## src/rtl/image_pkg.sv

```systemverilog
// Shared types and helpers for the frame-load path: FSM states, frame size, RGB888 to RGB565 packing.
package image_pkg;

  typedef enum logic [1:0] {
    IDLE  = 2'd0,
    ARMED = 2'd1,
    LOAD  = 2'd2,
    DONE  = 2'd3
  } state_t;

  localparam int IMG_W_DEF    = 640;
  localparam int IMG_H_DEF    = 480;
  localparam int FRAME_PIXELS = IMG_W_DEF * IMG_H_DEF;

  function automatic int frame_pixels(input int w, input int h);
    return w * h;
  endfunction

  // Keep the top bits of each channel: {R[7:3], G[7:2], B[7:3]}.
  function automatic logic [15:0] rgb888_to_565(input logic [23:0] p);
    return {p[23:19], p[15:10], p[7:3]};
  endfunction

endpackage

```

## src/rtl/image_load_ctrl_fifo.sv

```systemverilog
// Synchronous pixel FIFO with registered pointers and a combinational head.
// Latency: a push is visible at the head (empty low) the cycle after it is written.
// Backpressure: none internally; push while full is dropped unless a pop occurs in the same cycle.
module pix_fifo #(
  parameter int WIDTH = 24,
  parameter int DEPTH = 8
) (
  input  logic             clk,
  input  logic             rst,
  input  logic             push,
  input  logic             pop,
  input  logic [WIDTH-1:0] din,
  output logic             full,
  output logic             empty,
  output logic [WIDTH-1:0] head
);

  localparam int AW = (DEPTH > 1) ? $clog2(DEPTH) : 1;

  logic [WIDTH-1:0] mem [DEPTH];
  logic [AW-1:0]    wr_ptr;
  logic [AW-1:0]    rd_ptr;
  logic [AW:0]      count;
  logic             do_push;
  logic             do_pop;

  assign empty   = (count == '0);
  assign full    = (count == (AW+1)'(DEPTH));
  assign do_pop  = pop && !empty;
  // A full FIFO still accepts a push when the head leaves in the same cycle.
  assign do_push = push && (!full || do_pop);
  assign head    = mem[rd_ptr];

  always_ff @(posedge clk) begin
    if (rst) begin
      wr_ptr <= '0;
      rd_ptr <= '0;
      count  <= '0;
    end else begin
      if (do_push) wr_ptr <= wr_ptr + 1'b1;
      if (do_pop)  rd_ptr <= rd_ptr + 1'b1;
      case ({do_push, do_pop})
        2'b10:   count <= count + 1'b1;
        2'b01:   count <= count - 1'b1;
        default: count <= count;
      endcase
    end
  end

  always_ff @(posedge clk) begin
    if (do_push) mem[wr_ptr] <= din;
  end

endmodule

```

## src/rtl/image_load_ctrl.sv

```systemverilog
// Frame loader: buffers the UART pixel stream and writes RGB565 words to the shared SRAM.
// Latency: a pixel pushed into an empty FIFO during LOAD is requested on the next cycle.
// Backpressure: loader stream cannot stall; FIFO overrun drops the pixel and sets a sticky overflow.
module image_load_ctrl
  import image_pkg::*;
#(
  parameter int                IMG_W      = IMG_W_DEF,
  parameter int                IMG_H      = IMG_H_DEF,
  parameter int                ADDR_W     = 20,
  parameter logic [ADDR_W-1:0] BASE_ADDR  = '0,
  parameter int                FIFO_DEPTH = 8
) (
  input  logic              clk_clk,
  input  logic              reset_reset,
  input  logic              i_start,
  input  logic [23:0]       i_pix_data,
  input  logic              i_pix_valid,
  output logic              o_sram_req,
  input  logic              i_sram_grant,
  output logic [ADDR_W-1:0] o_sram_addr,
  output logic [15:0]       o_sram_wdata,
  output logic              o_sram_we,
  output logic              o_busy,
  output logic              o_done,
  output logic              o_overflow,
  output logic [ADDR_W-1:0] o_pix_count
);

  localparam int                FRAME     = frame_pixels(IMG_W, IMG_H);
  localparam logic [ADDR_W-1:0] LAST_IDX  = ADDR_W'(FRAME - 1);
  localparam logic [ADDR_W:0]   FRAME_CNT = (ADDR_W+1)'(FRAME);

  state_t            state;
  state_t            state_nxt;
  logic [ADDR_W-1:0] pix_count;
  logic [ADDR_W:0]   push_cnt;
  logic              overflow_r;
  logic              done_r;

  logic              start_acc;
  logic              accepting;
  logic              push_try;
  logic              push_ok;
  logic              ovf_evt;
  logic              pop;
  logic              last_wr;
  logic              fifo_full;
  logic              fifo_empty;
  logic [23:0]       fifo_head;

  assign start_acc = i_start && ((state == IDLE) || (state == DONE));
  assign accepting = (state == ARMED) || (state == LOAD);
  // Pixels past the frame size are dropped without flagging an error.
  assign push_try  = i_pix_valid && accepting && (push_cnt < FRAME_CNT);
  assign pop       = o_sram_req && i_sram_grant;
  assign push_ok   = push_try && (!fifo_full || pop);
  assign ovf_evt   = push_try && fifo_full && !pop;
  // An overflowed frame is incomplete and must never report done.
  assign last_wr   = pop && (pix_count == LAST_IDX) && !overflow_r;

  pix_fifo #(
    .WIDTH (24),
    .DEPTH (FIFO_DEPTH)
  ) u_fifo (
    .clk   (clk_clk),
    .rst   (reset_reset || start_acc),
    .push  (push_ok),
    .pop   (pop),
    .din   (i_pix_data),
    .full  (fifo_full),
    .empty (fifo_empty),
    .head  (fifo_head)
  );

  always_comb begin
    state_nxt = state;
    case (state)
      IDLE:    if (i_start)     state_nxt = ARMED;
      ARMED:   if (i_pix_valid) state_nxt = LOAD;
      LOAD:    if (last_wr)     state_nxt = DONE;
      DONE:    if (i_start)     state_nxt = ARMED;
      default:                  state_nxt = IDLE;
    endcase
  end

  always_ff @(posedge clk_clk) begin
    if (reset_reset) begin
      state      <= IDLE;
      pix_count  <= '0;
      push_cnt   <= '0;
      overflow_r <= 1'b0;
      done_r     <= 1'b0;
    end else begin
      state  <= state_nxt;
      done_r <= last_wr;
      if (start_acc) begin
        pix_count  <= '0;
        push_cnt   <= '0;
        overflow_r <= 1'b0;
      end else begin
        if (pop)      pix_count  <= pix_count + 1'b1;
        if (push_try) push_cnt   <= push_cnt + 1'b1;
        if (ovf_evt)  overflow_r <= 1'b1;
      end
    end
  end

  // Address and data are zeroed when idle so every output reads 0 out of reset.
  assign o_sram_req   = (state == LOAD) && !fifo_empty;
  assign o_sram_we    = pop;
  assign o_sram_addr  = o_sram_req ? (BASE_ADDR + pix_count) : '0;
  assign o_sram_wdata = o_sram_req ? rgb888_to_565(fifo_head) : 16'h0000;
  assign o_busy       = accepting;
  assign o_done       = done_r;
  assign o_overflow   = overflow_r;
  assign o_pix_count  = pix_count;

endmodule

```

## config.mk

```make
export PLATFORM = sky130hd
export DESIGN_NAME = image_load_ctrl
export DESIGN_NICKNAME = d
export VERILOG_FILES = /design/src/rtl/image_pkg.sv /design/src/rtl/image_load_ctrl_fifo.sv /design/src/rtl/image_load_ctrl.sv
export SDC_FILE = /design/constraint.sdc
export NUM_CORES = 1
export LEC_CHECK = 0
export ABC_CLOCK_PERIOD_IN_PS = 9500
export CAP_MARGIN = 10
export CELL_PAD_IN_SITES_DETAIL_PLACEMENT = 0
export CELL_PAD_IN_SITES_GLOBAL_PLACEMENT = 1
export CORE_ASPECT_RATIO = 1.75
export CORE_MARGIN = 2
export CORE_UTILIZATION = 45
export CTS_BUF_LIST = sky130_fd_sc_hd__clkbuf_4 sky130_fd_sc_hd__clkbuf_8
export CTS_CLUSTER_DIAMETER = 150
export CTS_CLUSTER_SIZE = 8
export DETAILED_ROUTE_END_ITERATION = 7
export PLACE_DENSITY = 0.85
export SYNTH_ARGS = -nofsm -noshare
export SYNTH_HDL_FRONTEND = slang
export SYNTH_HIERARCHICAL = 1
export SYNTH_SLANG_ARGS = --single-unit
```

## constraint.sdc

```tcl
create_clock -name clk_clk -period 9.5 [get_ports clk_clk]
set_input_delay 0.95 -clock clk_clk [delete_from_list [all_inputs] [get_ports clk_clk]]
set_output_delay 0.95 -clock clk_clk [all_outputs]
set_load 0.02 [all_outputs]
```

==> run_summary.xml <==
<?xml version="1.0" encoding="UTF-8"?>
<metrics>
  <group name="grt">
    <metric name="global_route_wire_length_before_repair" unit="mm">25.25</metric>
    <metric name="groute.usage.overall" unit="">0.1703</metric>
    <metric name="globalRouteMet2Util" unit="">0.3161</metric>
    <metric name="met3_resource_use_gr" unit="">0.03247</metric>
    <metric name="grt.overflow.total" unit="">0</metric>
    <metric name="groute.layer.met1.usage" unit="">0.1885</metric>
    <metric name="highest_utilization_routing_layer_at_the_global_route_stage" unit="">met2</metric>
    <metric name="pin_count_of_the_biggest_net_entering_global_routing" unit="">40</metric>
    <metric name="number_of_global_route_vias_before_repair" unit="">4902</metric>
    <metric name="initial_antenna_violation_count" unit="">0</metric>
  </group>
  <group name="logic_synthesis">
    <metric name="synth_area_per_cell" unit="sq um">14.32</metric>
    <metric name="syn_nets" unit="">599</metric>
    <metric name="netlist_area" unit="sq um">8034</metric>
    <metric name="synth_warnings" unit="">6</metric>
    <metric name="syn_inst" unit="">561</metric>
  </group>
  <group name="floorplan">
    <metric name="number_of_i_o_pins" unit="">90</metric>
    <metric name="initial_standard_cell_utilization_of_the_core" unit="">0.4602</metric>
    <metric name="row_count" unit="">64</metric>
    <metric name="chipHeight" unit="microns">180.8</metric>
    <metric name="die-area" unit="sq um">18980</metric>
    <metric name="core" unit="sq um">17460</metric>
    <metric name="die_width" unit="microns">105.0</metric>
  </group>
  <group name="placement">
    <metric name="gp_congestion" unit="">0.7598</metric>
    <metric name="place.detailed.instances" unit="">849</metric>
    <metric name="half_perimeter_wire_length_after_placement" unit="mm">10.33</metric>
    <metric name="post-place-ws" unit="ns">4.893</metric>
    <metric name="io_buffer_count" unit="">81</metric>
  </group>
  <group name="clock_tree">
    <metric name="cts.repair_timing.setup_buffer_count" unit="">0</metric>
    <metric name="clockBufferDepth" unit="">2</metric>
    <metric name="numCtsBuffers" unit="">17</metric>
    <metric name="post_cts_hold_buffer_count" unit="">0</metric>
    <metric name="clock_pin_slew_on_the_worst_setup_and_hold_paths" unit="ns">0.10</metric>
    <metric name="cts_tree" unit="">done</metric>
    <metric name="htree_levels" unit="">4</metric>
    <metric name="insertion_delay_to_the_later_sink_of_the_worst_skew_pair" unit="ns">0.47</metric>
    <metric name="numClockSinks" unit="">186</metric>
    <metric name="cts_repair_resize_count" unit="">0</metric>
    <metric name="cts_root_buffer" unit="">sky130_fd_sc_hd__clkbuf_8</metric>
  </group>
  <group name="power">
    <metric name="power.switching" unit="W">0.0004651</metric>
    <metric name="peakVddDrop" unit="uV">142.3</metric>
    <metric name="p_leak" unit="nW">3.062</metric>
    <metric name="power_density" unit="nW/um^2">175.9</metric>
    <metric name="clock_power_share" unit="">0.315</metric>
    <metric name="power_report.internal_total" unit="W">0.001202</metric>
    <metric name="sequentialPowerShare" unit="">0.553</metric>
    <metric name="comb_power_share" unit="">0.132</metric>
    <metric name="switching_share" unit="">0.2790</metric>
  </group>
  <group name="setup_path">
    <metric name="timing.reg2reg.setup_slack" unit="ns">5.41</metric>
    <metric name="cp-start-kind" unit="">input port</metric>
    <metric name="critPathLaunch" unit="">i_pix_valid</metric>
    <metric name="cp_capture_point" unit="">u_fifo/mem[7][13]</metric>
    <metric name="timing.setup.critical_path_class" unit="">input port to register</metric>
    <metric name="reg2reg_from" unit="">u_fifo/count[0]</metric>
    <metric name="critical_path_required" unit="ns">9.58</metric>
    <metric name="worst-r2r-cell-count" unit="">8</metric>
    <metric name="category_of_the_worst_setup_path_capture_point" unit="">register</metric>
    <metric name="worst_r2r_endpoint" unit="">u_fifo/mem[7][13]</metric>
    <metric name="arrival" unit="ns">4.19</metric>
    <metric name="critical_path_peak_fanout" unit="">16</metric>
  </group>
  <group name="detailed_routing">
    <metric name="number_of_vias_in_the_routed_layout" unit="">4687</metric>
    <metric name="residual_drc" unit="">0</metric>
    <metric name="drt-wirelength-per-cell" unit="microns">17.71</metric>
    <metric name="finalWirelength" unit="mm">15.60</metric>
    <metric name="drt_iter0_markers" unit="">199</metric>
    <metric name="detailedRoute.firstPassIterationCount" unit="">4</metric>
    <metric name="number_of_routed_nets_with_antenna_violations" unit="">0</metric>
    <metric name="vias_per_cell" unit="">5.320</metric>
  </group>
  <group name="outcome">
    <metric name="status" unit="">finished clean</metric>
  </group>
  <group name="timing">
    <metric name="finalHoldViolCount" unit="">0</metric>
    <metric name="layout_worst_path_cycle_share" unit="">0.4319</metric>
    <metric name="relative_slew_slack" unit="">0.2840</metric>
    <metric name="unrepaired_setup_endpoints_after_global_routing" unit="">false</metric>
    <metric name="clock.fmax" unit="MHz">243.7</metric>
    <metric name="slew_viol_final" unit="">0</metric>
    <metric name="timing.setup.tns" unit="ns">0</metric>
    <metric name="timing.hold.ws" unit="ns">0.4905</metric>
    <metric name="setup_viol_count_final" unit="">0</metric>
    <metric name="final.setup_skew" unit="ns">0.01586</metric>
    <metric name="worst_slew_pin_slew" unit="ns">1.070</metric>
    <metric name="post-route-min-period" unit="ns">4.103</metric>
    <metric name="layout_setup_ws" unit="ns">5.397</metric>
  </group>
  <group name="worst_hold_path">
    <metric name="hold-path-cell-count" unit="">1</metric>
    <metric name="worst_hold_path_type" unit="">register to register</metric>
  </group>
  <group name="final_layout">
    <metric name="drive_above_1_share" unit="">0.1708</metric>
    <metric name="final_cells" unit="">881</metric>
    <metric name="antenna_cells" unit="">0</metric>
    <metric name="finalCoreUtilization" unit="">0.5429</metric>
    <metric name="syn2layout_area_growth" unit="%">17.97</metric>
    <metric name="final_net_count" unit="">675</metric>
  </group>
  <group name="job">
    <metric name="max-cap-violations" unit="">0</metric>
  </group>
</metrics>
## per-stage QoR
| step | instance area, sq um | power (W) |
|---|---|---|
| 2_1_floorplan | 8034 | 0.001087 |
| 6_report | 9478 | 0.001667 |
| 3_3_place_gp | 9060 | 0.001148 |
| 4_1_cts | 9478 | 0.001686 |
| 3_5_place_dp | 9060 | 0.001162 |
| 5_1_grt | 9478 | 0.001738 |
## worst min-delay path by stage
stage                       from           end  slack, ns
floorplan           push_cnt[18]  push_cnt[18]       0.45
global placement    push_cnt[18]  push_cnt[18]       0.46
detailed placement  push_cnt[18]  push_cnt[18]       0.47
CTS                 push_cnt[18]  push_cnt[18]       0.49
global route        push_cnt[18]  push_cnt[18]       0.51
finish              push_cnt[18]  push_cnt[18]       0.49
## cell usage in the layout, fill, tap and decap left out, types with 4 or more instances in the layout
cell                                n
sky130_fd_sc_hd__mux2i_1            4
sky130_fd_sc_hd__or3_1              6
sky130_fd_sc_hd__nand4_1            6
sky130_fd_sc_hd__xnor2_1           18
sky130_fd_sc_hd__mux4_2            32
sky130_fd_sc_hd__and2_1            41
sky130_fd_sc_hd__nor3_4             4
sky130_fd_sc_hd__clkinv_8           5
sky130_fd_sc_hd__nand2b_1           5
sky130_fd_sc_hd__a21oi_1           10
sky130_fd_sc_hd__edfxtp_1         128
sky130_fd_sc_hd__dfxtp_1           56
sky130_fd_sc_hd__nand2_1           23
sky130_fd_sc_hd__nor3_1            11
sky130_fd_sc_hd__mux2_2             8
sky130_fd_sc_hd__clkbuf_8          17
sky130_fd_sc_hd__and3_1             6
sky130_fd_sc_hd__inv_1             14
sky130_fd_sc_hd__nand3_1           17
sky130_fd_sc_hd__nor2_1            51
sky130_fd_sc_hd__buf_4              5
sky130_fd_sc_hd__xor2_1            20
sky130_fd_sc_hd__clkdlybuf4s50_1   81
sky130_fd_sc_hd__o21ai_0            8
sky130_fd_sc_hd__ha_1               8
sky130_fd_sc_hd__mux2_4             8
## critical path, cell delays in order
cell	delay (ns)
sky130_fd_sc_hd__clkdlybuf4s50_1	0.51
sky130_fd_sc_hd__nor4b_4	0.34
sky130_fd_sc_hd__o311ai_2	0.27
sky130_fd_sc_hd__a21oi_1	0.75
sky130_fd_sc_hd__o211ai_1	0.43
sky130_fd_sc_hd__nor2_2	0.93
## power groups by stage
| stage | clock network, W | logic [W] | registers [W] |
|---|---|---|---|
| 2_1_floorplan | 0 | 0.000152 | 0.000935 |
| 3_3_place_gp | 0 | 0.000211 | 0.000936 |
| 3_5_place_dp | 0 | 0.000221 | 0.000940 |
| 4_1_cts | 0.000541 | 0.000223 | 0.000922 |
| 5_1_grt | 0.000571 | 0.000242 | 0.000925 |
| 6_report | 0.000526 | 0.000220 | 0.000922 |
## cell type report
class	count	area [sq um]
fillers	1483	7979
flip-flops and latches	186	5007
multi-input cells	332	2863
repair buffers	86	848.3
well taps	231	289.0
clock buffers	17	234.0
clock inverters	15	183.9
inverters	14	52.55
## sequential cells by signal (all words and copies together) (netlist names), named ones only
register / count
u_fifo/mem: 128
push_cnt: 21
o_pix_count: 20
u_fifo/count: 4
u_fifo/rd_ptr: 3
u_fifo/wr_ptr: 3
state: 2
o_done: 1
o_overflow: 1
## layer usage
| layer | routed length [microns] | up-vias |
|---|---|---|
| met5 | 0 | - |
| met4 | 284 | 0 |
| met3 | 600 | 27 |
| met2 | 8663 | 104 |
| met1 | 6053 | 2344 |
| li1 | - | 2212 |
Note: power is estimated with default switching activity, not from simulation.
